[src/rtl/l2_line_adaptor_if.sv]
// l2_line_adaptor_if
//   Bundles the L2-side request/line signals and the physical-memory burst
//   signals of l2_line_adaptor. Port names keep the original _i/_o suffixes,
//   which are relative to the adaptor.
//   Parameters:
//     s_offset : log2 bytes per cache line (line = 8*2^s_offset bits)
//     s_beat   : log2 bytes per memory beat (beat = 8*2^s_beat bits)
//   Modports:
//     master : the adaptor (drives the memory burst and the L2 response)
//     slave  : L2 control, data array and memory environment
interface l2_line_adaptor_if #(
    parameter int s_offset = 5,
    parameter int s_beat   = 3
);
    localparam int S_LINE  = 8 << s_offset;
    localparam int S_BURST = 8 << s_beat;

    logic [31:0]        address_i;
    logic               read_i;
    logic               write_i;
    logic [S_LINE-1:0]  line_i;
    logic [S_LINE-1:0]  line_o;
    logic               resp_o;
    logic [31:0]        address_o;
    logic               read_o;
    logic               write_o;
    logic [S_BURST-1:0] burst_o;
    logic [S_BURST-1:0] burst_i;
    logic               resp_i;

    modport master (
        input  address_i, read_i, write_i, line_i, burst_i, resp_i,
        output line_o, resp_o, address_o, read_o, write_o, burst_o
    );

    modport slave (
        output address_i, read_i, write_i, line_i, burst_i, resp_i,
        input  line_o, resp_o, address_o, read_o, write_o, burst_o
    );
endinterface

[src/rtl/l2_line_adaptor.sv]
// l2_line_adaptor
//   Converts full-line L2 transactions into fixed-length memory bursts.
//   A writeback serialises the latched line into write beats; a fill
//   assembles read beats into line_o. One resp_o pulse per transaction.
//   Ports:
//     clk  : rising-edge clock
//     rst  : synchronous active-low reset
//     bus  : l2_line_adaptor_if.master (L2 request/line + memory burst)
//   Configuration:
//     L2_ADAPTOR_WRAP_EN : critical-word-first wrapped bursts starting at
//                          the beat addressed by address_i; undefined gives
//                          line-aligned bursts starting at beat 0.
module l2_line_adaptor #(
    parameter int s_offset = 5,
    parameter int s_beat   = 3
) (
    input  logic              clk,
    input  logic              rst,
    l2_line_adaptor_if.master bus
);
    localparam int S_LINE = 8 << s_offset;
    localparam int W      = 8 << s_beat;
    localparam int CW     = s_offset - s_beat;

`ifdef L2_ADAPTOR_WRAP_EN
    localparam int ALIGN = s_beat;
`else
    localparam int ALIGN = s_offset;
`endif
    localparam logic [31:0] ADDR_MASK = ~((32'd1 << ALIGN) - 32'd1);

    typedef enum logic [1:0] {IDLE, RD_BURST, WR_BURST, DONE} state_t;

    state_t            state, state_nxt;
    logic [31:0]       addr_q;
    logic [S_LINE-1:0] wline_q;
    logic [S_LINE-1:0] rline_q;
    logic [CW-1:0]     cnt_q;
    logic [CW-1:0]     cnt_start;
    logic [CW-1:0]     cnt_last;
    logic              last_beat;

    // The burst ends on the beat just before the start beat (mod beats),
    // which is the all-ones beat when bursts start at 0.
`ifdef L2_ADAPTOR_WRAP_EN
    assign cnt_start = bus.address_i[s_offset-1:s_beat];
    assign cnt_last  = addr_q[s_offset-1:s_beat] - CW'(1);
`else
    assign cnt_start = '0;
    assign cnt_last  = '1;
`endif

    assign last_beat = bus.resp_i && (cnt_q == cnt_last);

    always_ff @(posedge clk) begin
        if (!rst) begin
            state <= IDLE;
        end else begin
            state <= state_nxt;
        end
    end

    always_comb begin
        state_nxt = state;
        unique case (state)
            IDLE: begin
                if (bus.write_i) begin
                    state_nxt = WR_BURST;
                end else if (bus.read_i) begin
                    state_nxt = RD_BURST;
                end
            end
            RD_BURST, WR_BURST: begin
                if (last_beat) begin
                    state_nxt = DONE;
                end
            end
            DONE:    state_nxt = IDLE;
            default: state_nxt = IDLE;
        endcase
    end

    // Address is stored already aligned so address_o needs no masking.
    always_ff @(posedge clk) begin
        if (!rst) begin
            addr_q  <= '0;
            wline_q <= '0;
            rline_q <= '0;
            cnt_q   <= '0;
        end else begin
            unique case (state)
                IDLE: begin
                    if (bus.write_i || bus.read_i) begin
                        addr_q <= bus.address_i & ADDR_MASK;
                        cnt_q  <= cnt_start;
                    end
                    if (bus.write_i) begin
                        wline_q <= bus.line_i;
                    end
                end
                RD_BURST: begin
                    if (bus.resp_i) begin
                        rline_q[int'(cnt_q)*W +: W] <= bus.burst_i;
                        cnt_q <= cnt_q + CW'(1);
                    end
                end
                WR_BURST: begin
                    if (bus.resp_i) begin
                        cnt_q <= cnt_q + CW'(1);
                    end
                end
                default: ;
            endcase
        end
    end

    always_comb begin
        bus.read_o    = (state == RD_BURST);
        bus.write_o   = (state == WR_BURST);
        bus.resp_o    = (state == DONE);
        bus.address_o = addr_q;
        bus.line_o    = rline_q;
        bus.burst_o   = wline_q[int'(cnt_q)*W +: W];
    end
endmodule

[src/flat_wrapper.sv]
// flat-port wrapper written by rule: the top's interface ports become plain ports
module l2_line_adaptor_flat 
#(
    parameter int s_offset = 5,
    parameter int s_beat   = 3
)
  (clk, rst, bus_address_i, bus_read_i, bus_write_i, bus_line_i, bus_burst_i, bus_resp_i, bus_line_o, bus_resp_o, bus_address_o, bus_read_o, bus_write_o, bus_burst_o);
  l2_line_adaptor_if #(.s_offset(s_offset), .s_beat(s_beat)) bus_i ();
  input  logic clk;
  input  logic rst;
  input wire logic [$bits(bus_i.address_i)-1:0] bus_address_i;
  input wire logic [$bits(bus_i.read_i)-1:0] bus_read_i;
  input wire logic [$bits(bus_i.write_i)-1:0] bus_write_i;
  input wire logic [$bits(bus_i.line_i)-1:0] bus_line_i;
  input wire logic [$bits(bus_i.burst_i)-1:0] bus_burst_i;
  input wire logic [$bits(bus_i.resp_i)-1:0] bus_resp_i;
  output wire logic [$bits(bus_i.line_o)-1:0] bus_line_o;
  output wire logic [$bits(bus_i.resp_o)-1:0] bus_resp_o;
  output wire logic [$bits(bus_i.address_o)-1:0] bus_address_o;
  output wire logic [$bits(bus_i.read_o)-1:0] bus_read_o;
  output wire logic [$bits(bus_i.write_o)-1:0] bus_write_o;
  output wire logic [$bits(bus_i.burst_o)-1:0] bus_burst_o;
  assign bus_i.address_i = bus_address_i;
  assign bus_i.read_i = bus_read_i;
  assign bus_i.write_i = bus_write_i;
  assign bus_i.line_i = bus_line_i;
  assign bus_i.burst_i = bus_burst_i;
  assign bus_i.resp_i = bus_resp_i;
  assign bus_line_o = bus_i.line_o;
  assign bus_resp_o = bus_i.resp_o;
  assign bus_address_o = bus_i.address_o;
  assign bus_read_o = bus_i.read_o;
  assign bus_write_o = bus_i.write_o;
  assign bus_burst_o = bus_i.burst_o;
  l2_line_adaptor #(.s_offset(s_offset), .s_beat(s_beat)) u_core (.clk(clk), .rst(rst), .bus(bus_i));
endmodule
[config.mk]
export PLATFORM = sky130hd
export DESIGN_NAME = l2_line_adaptor_flat
export DESIGN_NICKNAME = d
export VERILOG_FILES = /design/src/rtl/l2_line_adaptor_if.sv /design/src/rtl/l2_line_adaptor.sv /design/src/flat_wrapper.sv
export SDC_FILE = /design/constraint.sdc
export NUM_CORES = 1
export LEC_CHECK = 0
export ABC_AREA = 1
export ABC_CLOCK_PERIOD_IN_PS = 2850
export CORE_AREA = 4 4 274 276
export DETAILED_ROUTE_END_ITERATION = 10
export DIE_AREA = 0 0 278 280
export PLACE_DENSITY = 0.65
export SYNTH_ARGS = -nofsm -noshare
export SYNTH_HDL_FRONTEND = slang
export SYNTH_SLANG_ARGS = --single-unit
[constraint.sdc]
create_clock -name clk -period 2.85 [get_ports clk]
set_input_delay 0.7125 -clock clk [delete_from_list [all_inputs] [get_ports clk]]
set_output_delay 0.7125 -clock clk [all_outputs]
set_load 0.005 [all_outputs]
==> impl_metrics.env <==
export IMPL_finalWirelength_mm=82.9
export IMPL_worst_hold_path_num_cells=2
export IMPL_critPathRequiredTime_ps=2140
export IMPL_power_total_mw=27.2
export IMPL_worst_slew_pin_slew_ps=821
export IMPL_slew_headroom_pct=45.3
export IMPL_grt_pass1_wl_mm=122
export IMPL_timing_final_crit_share_pct=96.5
export IMPL_vdd_ir_drop_max_uv=678
export IMPL_ff2ff_path_depth=9
export IMPL_dr_first_iter_drc_count=1436
export IMPL_first_global_vias=20400
export IMPL_hpwlAfterDp_mm=57.2
export IMPL_design_die_area_mm2=0.0778
export IMPL_power_density_mw_per_mm2=848
export IMPL_clock_skew_final_ps=21.0
export IMPL_viasPerCell=4.75
export IMPL_synth_async_reset_ratio_pct=0
export IMPL_nNetsFinal=3913
export IMPL_place_port_buffers=701
export IMPL_hold_start="u_core.bus.line_o[27]"
export IMPL_worstSetupStartpointType="flip-flop"
export IMPL_ys_top_cells_by_count="sky130_fd_sc_hd__nor2_1 (710), sky130_fd_sc_hd__dfxtp_1 (543), sky130_fd_sc_hd__o21ai_0 (469), sky130_fd_sc_hd__nand2_1 (454), sky130_fd_sc_hd__a21oi_1 (260)"
export IMPL_yosysMostFrequentCell="sky130_fd_sc_hd__nor2_1"
export IMPL_route_vias_total=21700
export IMPL_gp_congestion=0.871
export IMPL_timing_hold_worst_class="reg -> reg"
export IMPL_post_dp_cell_area_mm2=0.0296
export IMPL_synthDominantCellAreaShare_pct=50.7
export IMPL_hold_violations=0
export IMPL_area_delta_synth_final_pct=49.4
export IMPL_edff_count_synth=0
export IMPL_grt_max_degree=87
export IMPL_final_setup_viol_count=0
export IMPL_worstPathMaxFanout=13
export IMPL_unique_cell_type_count_in_the_yosys_netlist=26
export IMPL_fp_coreArea_mm2=0.0726
export IMPL_grt_total_usage_pct=19.8
export IMPL_timing_final_crit_period_ps=2750
export IMPL_synth_flop_cell="sky130_fd_sc_hd__dfxtp_1"
export IMPL_r2r_slack_ps=520
export IMPL_route_met2_wl_mm=39.2
export IMPL_cts_hold_buffers=0
export IMPL_die_y_um=280
export IMPL_cts_max_level=2
export IMPL_unrepaired_setup_endpoints_after_global_routing="yes"
export IMPL_report_final_slew_viol_count=0
export IMPL_seq_area_frac_synth_pct=50.7
export IMPL_count_of_maximum_capacitance_violations=0
export IMPL_post_synth_main_area_contributors="sky130_fd_sc_hd__dfxtp_1 (51%), sky130_fd_sc_hd__nor2_1 (12%), sky130_fd_sc_hd__o21ai_0 (11%)"
export IMPL_rr_endpoint="u_core.bus.line_o[213]"
export IMPL_setup_worst_path_class="reg -> out"
export IMPL_crit_path_top_delay_cell="sky130_fd_sc_hd__dfxtp_4"
export IMPL_io_pins=712
export IMPL_critical_path_endpoint_type="primary output"
export IMPL_cts_made_buffers=58
export IMPL_layout_drive_gt1_share_pct=7.41
export IMPL_synth_avg_cell_area_um2=7.34
export IMPL_row_count=99
export IMPL_synth_top_area_cell="sky130_fd_sc_hd__dfxtp_1"
export IMPL_met3RoutedLength_mm=6.61
export IMPL_highest_signal_layer="met5"
export IMPL_detail_route_wirelength_met1_mm=33.2
export IMPL_timing_critical_path_cells="buf_12 -> buf_6 -> bufbuf_16 -> nor2_1 -> o22ai_1 -> clkdlybuf4s15_1"
export IMPL_leakage_nw=12.3
export IMPL_critPathMaxStageDelay_ps=410
export IMPL_min_to="u_core.bus.line_o[27]"
export IMPL_worst_slack_ps=98.4
export IMPL_detailedRoute_firstPassIterationCount=5
export IMPL_worstPathArrival_ps=2040
export IMPL_cts_root_buffer="sky130_fd_sc_hd__clkbuf_16"
export IMPL_grt_antenna_before_repair=15
export IMPL_antenna_violating_nets_post_route=0
export IMPL_dp_cells=4427
export IMPL_clock_sinks=543
export IMPL_start_of_the_worst_register_to_register_path="u_core.cnt_q[0]"
export IMPL_clk_pin_slew_ps=60
export IMPL_globalRouteOverflowTotal=0
export IMPL_cells_after_synth=2920
export IMPL_final_design_area_no_fill_mm2=0.0320
export IMPL_outcome="complete, no violations"
export IMPL_die_w_um=278
export IMPL_timing_hold_ws_ps=463
export IMPL_synthesis_area_mm2=0.0214
export IMPL_post_route_drc_count=0
export IMPL_pre_cts_slack_ps=251
export IMPL_ys_ff_latch=543
export IMPL_max_clock_path_buffers=3
export IMPL_clkLatencyLatePin_ps=610
export IMPL_tritoncts="built"
export IMPL_initial_core_utilization_pct=29.5
export IMPL_synthesis_yosys_warnings=0
export IMPL_clock_fmax_ghz=0.363
export IMPL_post_drt_wl_per_cell_um=18.2
export IMPL_final_std_cells_w_o_fill=4562
[worst max-delay path by stage]
stage                               start                     end  cells after the start
after floorplan           u_core.cnt_q[0]  u_core.bus.line_o[218]                     10
after global placement         bus_resp_i   u_core.bus.line_o[49]                      7
after detailed placement       bus_resp_i   u_core.bus.line_o[47]                      7
after CTS                 u_core.cnt_q[0]         bus_burst_o[35]                      6
after global routing      u_core.cnt_q[0]         bus_burst_o[31]                      6
final                     u_core.cnt_q[0]         bus_burst_o[31]                      6
[through the flow]
step | TNS (ps) | util, %
5_1_grt | -1.42 | 44.1
4_1_cts | -98.0 | 44.0
3_5_place_dp | 0 | 40.8
6_report | 0 | 44.1
2_1_floorplan | 0 | -
3_3_place_gp | 0 | 40.8
[power breakdown]
part / leakage [nW] / internal, mW / total (mW) / switching [mW]
logic: 6.94 / 4.17 / 9.87 / 5.70
registers: 4.44 / 8.87 / 9.55 / 0.679
clock network: 0.946 / 4.53 / 7.73 / 3.20
[worst max-delay path, delay by kind of cell, from the launching register on]
| family | cells | cell delay [ps] |
|---|---|---|
| AND/OR/NAND/NOR | 1 | 60 |
| buffers and inverters | 4 | 810 |
| AO/OA/AOI/OAI | 1 | 130 |
| flip-flops | 1 | 410 |
[registers in the layout (all words and copies together) (netlist names)]
name / count
u_core.bus.line_o: 256
u_core.cnt_q: 2
u_core.bus.address_o: 27
u_core.state: 2
u_core.wline_q: 256
[placed cells by master (no fill, tap or decap), types with 17 or more instances in the layout]
cell type / instances
sky130_fd_sc_hd__clkbuf_2: 18
sky130_fd_sc_hd__o21ai_0: 445
sky130_fd_sc_hd__o22ai_1: 59
sky130_fd_sc_hd__o21ai_1: 27
sky130_fd_sc_hd__dlygate4sd2_1: 25
sky130_fd_sc_hd__dfxtp_1: 541
sky130_fd_sc_hd__a21oi_1: 260
sky130_fd_sc_hd__clkbuf_16: 61
sky130_fd_sc_hd__nand2_1: 452
sky130_fd_sc_hd__nor2_1: 699
sky130_fd_sc_hd__clkdlybuf4s50_1: 636
sky130_fd_sc_hd__clkbuf_1: 17
sky130_fd_sc_hd__buf_4: 50
sky130_fd_sc_hd__nand4_1: 64
sky130_fd_sc_hd__inv_1: 71
sky130_fd_sc_hd__buf_12: 38
[cell families (layout without fill, tap and decap cells)]
family	count (synthesis)	count (layout)	synth area share (%)
and+or+nand+nor	1242	1242	22.8
AOI/OAI and AO/OA	802	802	19.1
DFF	543	543	50.7
buffers and inverters	322	990	6.72
adders and majority gates	10	10	0.584
other	1	16	0.0175
[routing by layer]
| metal | up-vias | track usage (%) |
|---|---|---|
| li1 | 10800 | - |
| met1 | 9875 | 23.6 |
| met2 | 790 | 33.7 |
| met3 | 174 | 5.32 |
| met4 | 10 | 8.70 |
| met5 | - | 0 |
[area by class of cell]
| cell class | count | area [µm²] |
|---|---|---|
| multi-input combinational | 2059 | 9260 |
| clock buffer | 87 | 1690 |
| sequential | 543 | 10900 |
| tap | 959 | 1200 |
| fill | 7404 | 40600 |
| timing repair buffer | 806 | 8400 |
| antenna | 11 | 27.5 |
| inverter | 78 | 318 |
| clock inverter | 19 | 234 |
[repair_timing]
item	in CTS	in global routing
setup buffers	9	0
setup endpoints to repair	64	39
endpoints found under the hold margin	0	0
gates resized for setup	149	59
pin swaps	8	7
gates cloned	7	2
Note: power is estimated with default switching activity, not from simulation.
==> edit 1: new RTL, same flow settings <==
`s_beat` is set to 3 in 3 places; all go to 4.
--- a/src/rtl/l2_line_adaptor_if.sv
+++ b/src/rtl/l2_line_adaptor_if.sv
@@ -10,7 +10,7 @@
 //     slave  : L2 control, data array and memory environment
 interface l2_line_adaptor_if #(
     parameter int s_offset = 5,
-    parameter int s_beat   = 3
+    parameter int s_beat   = 4
 );
     localparam int S_LINE  = 8 << s_offset;
     localparam int S_BURST = 8 << s_beat;
--- a/src/rtl/l2_line_adaptor.sv
+++ b/src/rtl/l2_line_adaptor.sv
@@ -12,7 +12,7 @@
 //                          line-aligned bursts starting at beat 0.
 module l2_line_adaptor #(
     parameter int s_offset = 5,
-    parameter int s_beat   = 3
+    parameter int s_beat   = 4
 ) (
     input  logic              clk,
     input  logic              rst,
--- a/src/flat_wrapper.sv
+++ b/src/flat_wrapper.sv
@@ -2,7 +2,7 @@
 module l2_line_adaptor_flat 
 #(
     parameter int s_offset = 5,
-    parameter int s_beat   = 3
+    parameter int s_beat   = 4
 )
   (clk, rst, bus_address_i, bus_read_i, bus_write_i, bus_line_i, bus_burst_i, bus_resp_i, bus_line_o, bus_resp_o, bus_address_o, bus_read_o, bus_write_o, bus_burst_o);
   l2_line_adaptor_if #(.s_offset(s_offset), .s_beat(s_beat)) bus_i ();
Interface: changed (resized bus_burst_i and bus_burst_o); port bits go from 712 to 840. The function was not compared with the original's and may differ.
==> edit 1 against the original RTL <==
Core utilization increased by 0.11 points. Sequential cell count shrank 1. Global-route usage grew 0.90 points. Largest cell class unchanged. Setup slack worse by 0.043 ns. First-iteration DRC count is 7.1% lower. Cell area increased by 0.24%. Highest routed layer unchanged. Area after synthesis is 4.6% lower. Fmax fell by 1.5%. Total power down 0.49%. Routed wire length up 5.0%.
==> edit 1: results (changes against the original RTL) <==
share of cells above drive strength 1: 4.92% (-2.5 points)
clock root buffer: clkbuf_16
GR Util met2: 37.1% (+3.5 points)
WL final: 87.0 mm (+5.0%)
met1 Usage GRT: 23.2% (-0.37 points)
post-synthesis cell type count: 20 (-23%)
Synthesis Warnings: 0 (unchanged)
crit-path max FO: 18 (+5)
Worst Hold Depth: 2 (unchanged)
compound-cell area share of the yosys netlist: 13.4% (-5.8 points)
leakage: 0.0132 uW (+7.0%)
largest net degree at the start of global routing: 109 (+25%)
H-tree Lvls: 2 (unchanged)
CTS buffer count: 59 (+1.7%)
HPWL after DPL: 61.3 mm (+7.2%)
top cells by count, synth: nor2_1 (824), dfxtp_1 (542), nand2_1 (524), o21ai_0 (408)
total number of vias: 21200 (-2.3%)
Total GRT Usage: 20.7% (+0.90 points)
met3 usage: 6.24% (+0.92 points)
CP max-delay cell: clkdlybuf4s50_1
r2r setup slk: 0.46 ns (-0.06 ns)
worst vdd ir: 0.000492 V (-27%)
Post-Synth Adder-Cell Area: 0.306% (-0.28 points)
fin crit share: 98.0% (+1.5 points)
top cells by area, synth: dfxtp_1 (53%), nor2_1 (15%), o21ai_0 (10%)
status: finished clean
slew margin rel.: 58.5% (+13 points)
count of input and output buffers: 829 (+18%)
Synth Area in XOR/XNOR: 0% (unchanged)
DRT iter0 DRCs: 1334 (-7.1%)
fill cell count: 7305 (-1.3%)
crit path DAT: 2.08 ns (+0.04 ns)
number of global-route vias before repair: 20500 (+0.64%)
Worst Skew: 0.0167 ns (-0.00424 ns)
hold crit path type: reg2reg
Seq/Total Area, Yosys: 53.1% (+2.4 points)
Final GP Congestion: 0.863 (-0.86%)
initial antenna violation count: 8 (-7)
nets: 3978 (+1.7%)
Post-DP Area: 29700 sq um (+0.24%)
first-pass GRT wire length: 126 mm (+3.5%)
Reg2Reg Depth: 9 (unchanged)
Place WS: 0.345 ns (+0.0933 ns)
clock buffer depth: 3 (unchanged)
Max stage delay on crit path: 0.54 ns (+0.13 ns)
clock-pin slew on the worst setup and hold paths: 0.06 ns (about the same)
-- edit 1: critical path, delay by kind of cell (launching register included) --
family | cells | cell delay, ns
buf+inv | 4 | 0.97
flops | 1 | 0.35
simple gates | 2 | 0.15
-- edit 1: routing by layer --
| layer | share of wire [%] | vias up | wire length, microns |
|---|---|---|---|
| li1 | - | 10500 | - |
| met1 | 38 | 9832 | 33100 |
| met2 | 50 | 750 | 43700 |
| met3 | 8.0 | 141 | 7000 |
| met4 | 3.7 | 4 | 3230 |
| met5 | 0.031 | - | 27 |
-- edit 1: kinds of logic after synthesis --
kind of cell               count (synthesis)
AOI/OAI and AO/OA                        545
and+or+nand+nor                         1480
buffers and inverters                    237
other                                      1
DFF                                      542
adders and majority gates                  5
-- edit 1: report_power, final --
group          switching, uW  internal, uW  total (uW)
sequential               694          9000        9700
clock                   3250          4880        8130
combinational           4960          4230        9190
-- edit 1: area by class of cell --
| type | instances | area (sq um) | area share [%] |
|---|---|---|---|
| Timing Repair Buffer | 898 | 9300 | 29.0 |
| Timing Repair inverter | 2 | 20.0 | 0.0624 |
| Sequential cell | 542 | 10900 | 33.8 |
| Antenna cell | 6 | 15.0 | 0.0468 |
| Tap cell | 959 | 1200 | 3.74 |
| Clock inverter | 25 | 390 | 1.22 |
| Inverter | 14 | 80.1 | 0.250 |
| Multi-Input combinational cell | 2035 | 8560 | 26.7 |
| Clock buffer | 80 | 1660 | 5.16 |
-- edit 1: timing repair --
item                                    4_1_cts  5_1_grt
endpoints found under the setup margin      119       40
resized for setup                            59       22
gates cloned                                  3        5
setup buffers                                 5        2
endpoints found under the hold margin         0        0
-- edit 1: path summary, 6_finish.rpt --
path | start | endpoint
min | u_core.wline_q[65] | u_core.wline_q[65]
min reg2reg | u_core.wline_q[65] | u_core.wline_q[65]
max | u_core.cnt_q | bus_burst_o[94]
max reg2reg | u_core.cnt_q | u_core.bus.line_o[52]
-- edit 1: through the flow --
step	cells	hold slack, ns	total power, uW
after floorplan	2814	0.425	13800
after CTS	4548	0.455	27100
after global routing	4558	0.467	28500
after global placement	4435	0.440	18700
final	4561	0.455	27000
after detailed placement	4435	0.446	18800
==> edit 2: new RTL, config.mk and constraints unchanged <==
Without the edit above. Reset style: asynchronous (`rst`), changed in 2 clocked blocks. Comments in the files are not updated.
--- a/src/rtl/l2_line_adaptor.sv
+++ b/src/rtl/l2_line_adaptor.sv
@@ -52,7 +52,7 @@
 
     assign last_beat = bus.resp_i && (cnt_q == cnt_last);
 
-    always_ff @(posedge clk) begin
+    always_ff @(posedge clk or negedge rst) begin
         if (!rst) begin
             state <= IDLE;
         end else begin
@@ -81,7 +81,7 @@
     end
 
     // Address is stored already aligned so address_o needs no masking.
-    always_ff @(posedge clk) begin
+    always_ff @(posedge clk or negedge rst) begin
         if (!rst) begin
             addr_q  <= '0;
             wline_q <= '0;
Check against the original RTL: differs if rst is asserted again (counterexample within 4 cycles, from zero or initial values and one cycle with rst low); with rst held inactive, the same outputs for 4 cycles.
==> edit 2 against the original RTL <==
The flow now finishes with violations (setup timing). Area after synthesis increased by 10%. Setup slack lost 0.11 ns. Total power grew 21%. Via count grew 1.2%. Routed wire length up 9.8%. Sequential cell count is the same. First-iteration DRC count increased by 22%. Cell area rose by 7.0%. Critical endpoint is now bus_burst_o[18].
==> edit 2: results (changes against the original RTL) <==
nets: 3906 (-0.18%)
CTS buffer count: 59 (+1.7%)
Post-Layout Cell Count: 4551 (-0.24%)
latest clock arrival within the worst-skew pair: 0.62 ns
met1 Usage GRT: 29.2% (+5.7 points)
top cells by count, synth: nand2_1 (946), dfrtp_1 (543), nand3_1 (325), o21ai_0 (285), nor2_1 (262)
final setup margin: -0.00990 ns (-0.108 ns)
Final Hold Slack: 0.0416 ns (-0.422 ns)
Seq/Total Area, Yosys: 57.7% (+6.9 points)
crit-path max FO: 8 (-5)
met3 usage: 6.63% (+1.3 points)
share of cells above drive strength 1: 8.62% (+1.2 points)
top cells by area, synth: dfrtp_1 (58%), nand2_1 (15%), nand3_1 (6.9%)
Mapped Cells: 2880 (-1.4%)
Total GRT Usage: 22.7% (+3.0 points)
HPWL after DPL: 59.8 mm (+4.5%)
first-pass GRT wire length: 138 mm (+13%)
GR Util met2: 37.5% (+3.9 points)
setup violators final: 2 (+2)
failing checks: setup timing
status: finished, violations left
initial antenna violation count: 17 (+2)
total number of vias: 22000 (+1.2%)
Detailed Routing Iterations Pass 1: 5 (unchanged)
Post-DP Area: 31700 sq um (+6.9%)
post-synthesis cell type count: 18 (-31%)
routed len/inst: 20.0 microns (+10%)
clock-pin slew on the worst setup and hold paths: 0.06 ns (about the same)
worst-margin pin slew: 0.904 ns (+0.0832 ns)
Worst Skew: 0.0255 ns (+0.00450 ns)
clock root buffer: clkbuf_16
largest net degree at the start of global routing: 123 (+41%)
r2r setup slk: 0.12 ns (-0.40 ns)
worst r2r dst: u_core.bus.line_o[188]
Synthesis Warnings: 0 (unchanged)
Reg2Reg Depth: 9 (unchanged)
leakage: 0.0168 uW (+36%)
final hold violation count: 0 (unchanged)
clock buffer depth: 3 (unchanged)
H-tree Lvls: 2 (unchanged)
ys async rst share: 100% (+100 points)
ys flop type: dfrtp_1
Worst R2R Start: u_core.cnt_q[0]
Final GP Congestion: 0.856 (-1.7%)
crit path DAT: 2.15 ns (+0.11 ns)
hold_buf cts: 0 (unchanged)
DRT iter0 DRCs: 1751 (+22%)
total negative slack: -0.0147 ns (-0.0147 ns)
hold crit path type: in2async
placed insts: 4396 (-0.70%)
worst vdd ir: 0.000523 V (-23%)
count of input and output buffers: 701 (unchanged)
==> edit 2: cell count changes after synthesis, sizes merged, moves of 192 or more <==
| cell | delta |
|---|---|
| dfrtp | +543 |
| dfxtp | -543 |
| nand2 | +489 |
| nor2 | -453 |
| nand3 | +321 |
| o21ai | -192 |
==> edit 2: cell type report <==
cell class | instances | area (sq um)
Inverter | 169 | 653
Fill cell | 7041 | 38300
Clock inverter | 20 | 156
Timing Repair inverter | 2 | 25.0
Antenna cell | 8 | 20.0
Tap cell | 959 | 1200
Sequential cell | 543 | 13600
Timing Repair Buffer | 799 | 8300
Clock buffer | 86 | 1710
Multi-Input combinational cell | 1965 | 8610
==> edit 2: worst max path at each step <==
stage                                  end  cells past startpoint  slack [ns]            start
floorplan           u_core.bus.line_o[100]                     10        0.76  u_core.cnt_q[0]
global placement            bus_burst_o[2]                      7        0.23  u_core.cnt_q[0]
detailed placement          bus_burst_o[2]                      7        0.23  u_core.cnt_q[0]
CTS                         bus_burst_o[2]                      6       -0.12  u_core.cnt_q[0]
global route               bus_burst_o[19]                      9       -0.09  u_core.cnt_q[0]
finish                     bus_burst_o[18]                      9       -0.01  u_core.cnt_q[0]
==> edit 2: repair_timing <==
action / in CTS / in global routing
resized for setup: 312 / 91
setup endpoints to repair: 64 / 76
buffers inserted: 20 / 6
pin swaps: 11 / 10
gates cloned: 19 / 0
==> edit 2: through the flow <==
step / setup slack [ns] / util, %
after floorplan: 0.762 / -
after global placement: 0.228 / 43.7
after detailed placement: 0.225 / 43.7
after CTS: -0.123 / 47.2
after global routing: -0.0877 / 47.2
final: -0.00990 / 47.2
==> edit 2: metal layers <==
layer	part of all wire, %	wire, microns
met1	41	37400
met2	47	42900
met3	8.7	7910
met4	2.9	2680
met5	0.14	126
==> edit 2: kinds of logic after synthesis <==
kind of cell             share of synthesized area (%)
AND/OR/NAND/NOR                                   26.3
buffers and inverters                             6.70
flip-flops                                        57.7
AO/OA/AOI/OAI                                     8.83
other                                           0.0159
adder cells (fa/ha/maj)                          0.531
==> edit 2: worst max-delay path, cell delays in order, from the launching register on <==
cell     delay, ns
dfrtp_4       0.58
inv_12        0.08
buf_16        0.15
buf_8         0.12
buf_8         0.13
nor2_4        0.07
nor2_1        0.04
o21ai_1       0.08
nand2_1       0.11
buf_2         0.15
==> edit 2: report_power, final <==
group | internal [uW] | switching [uW] | total, uW
clock network | 4230 | 3230 | 7460
registers | 10300 | 1370 | 11700
logic | 5910 | 7680 | 13600
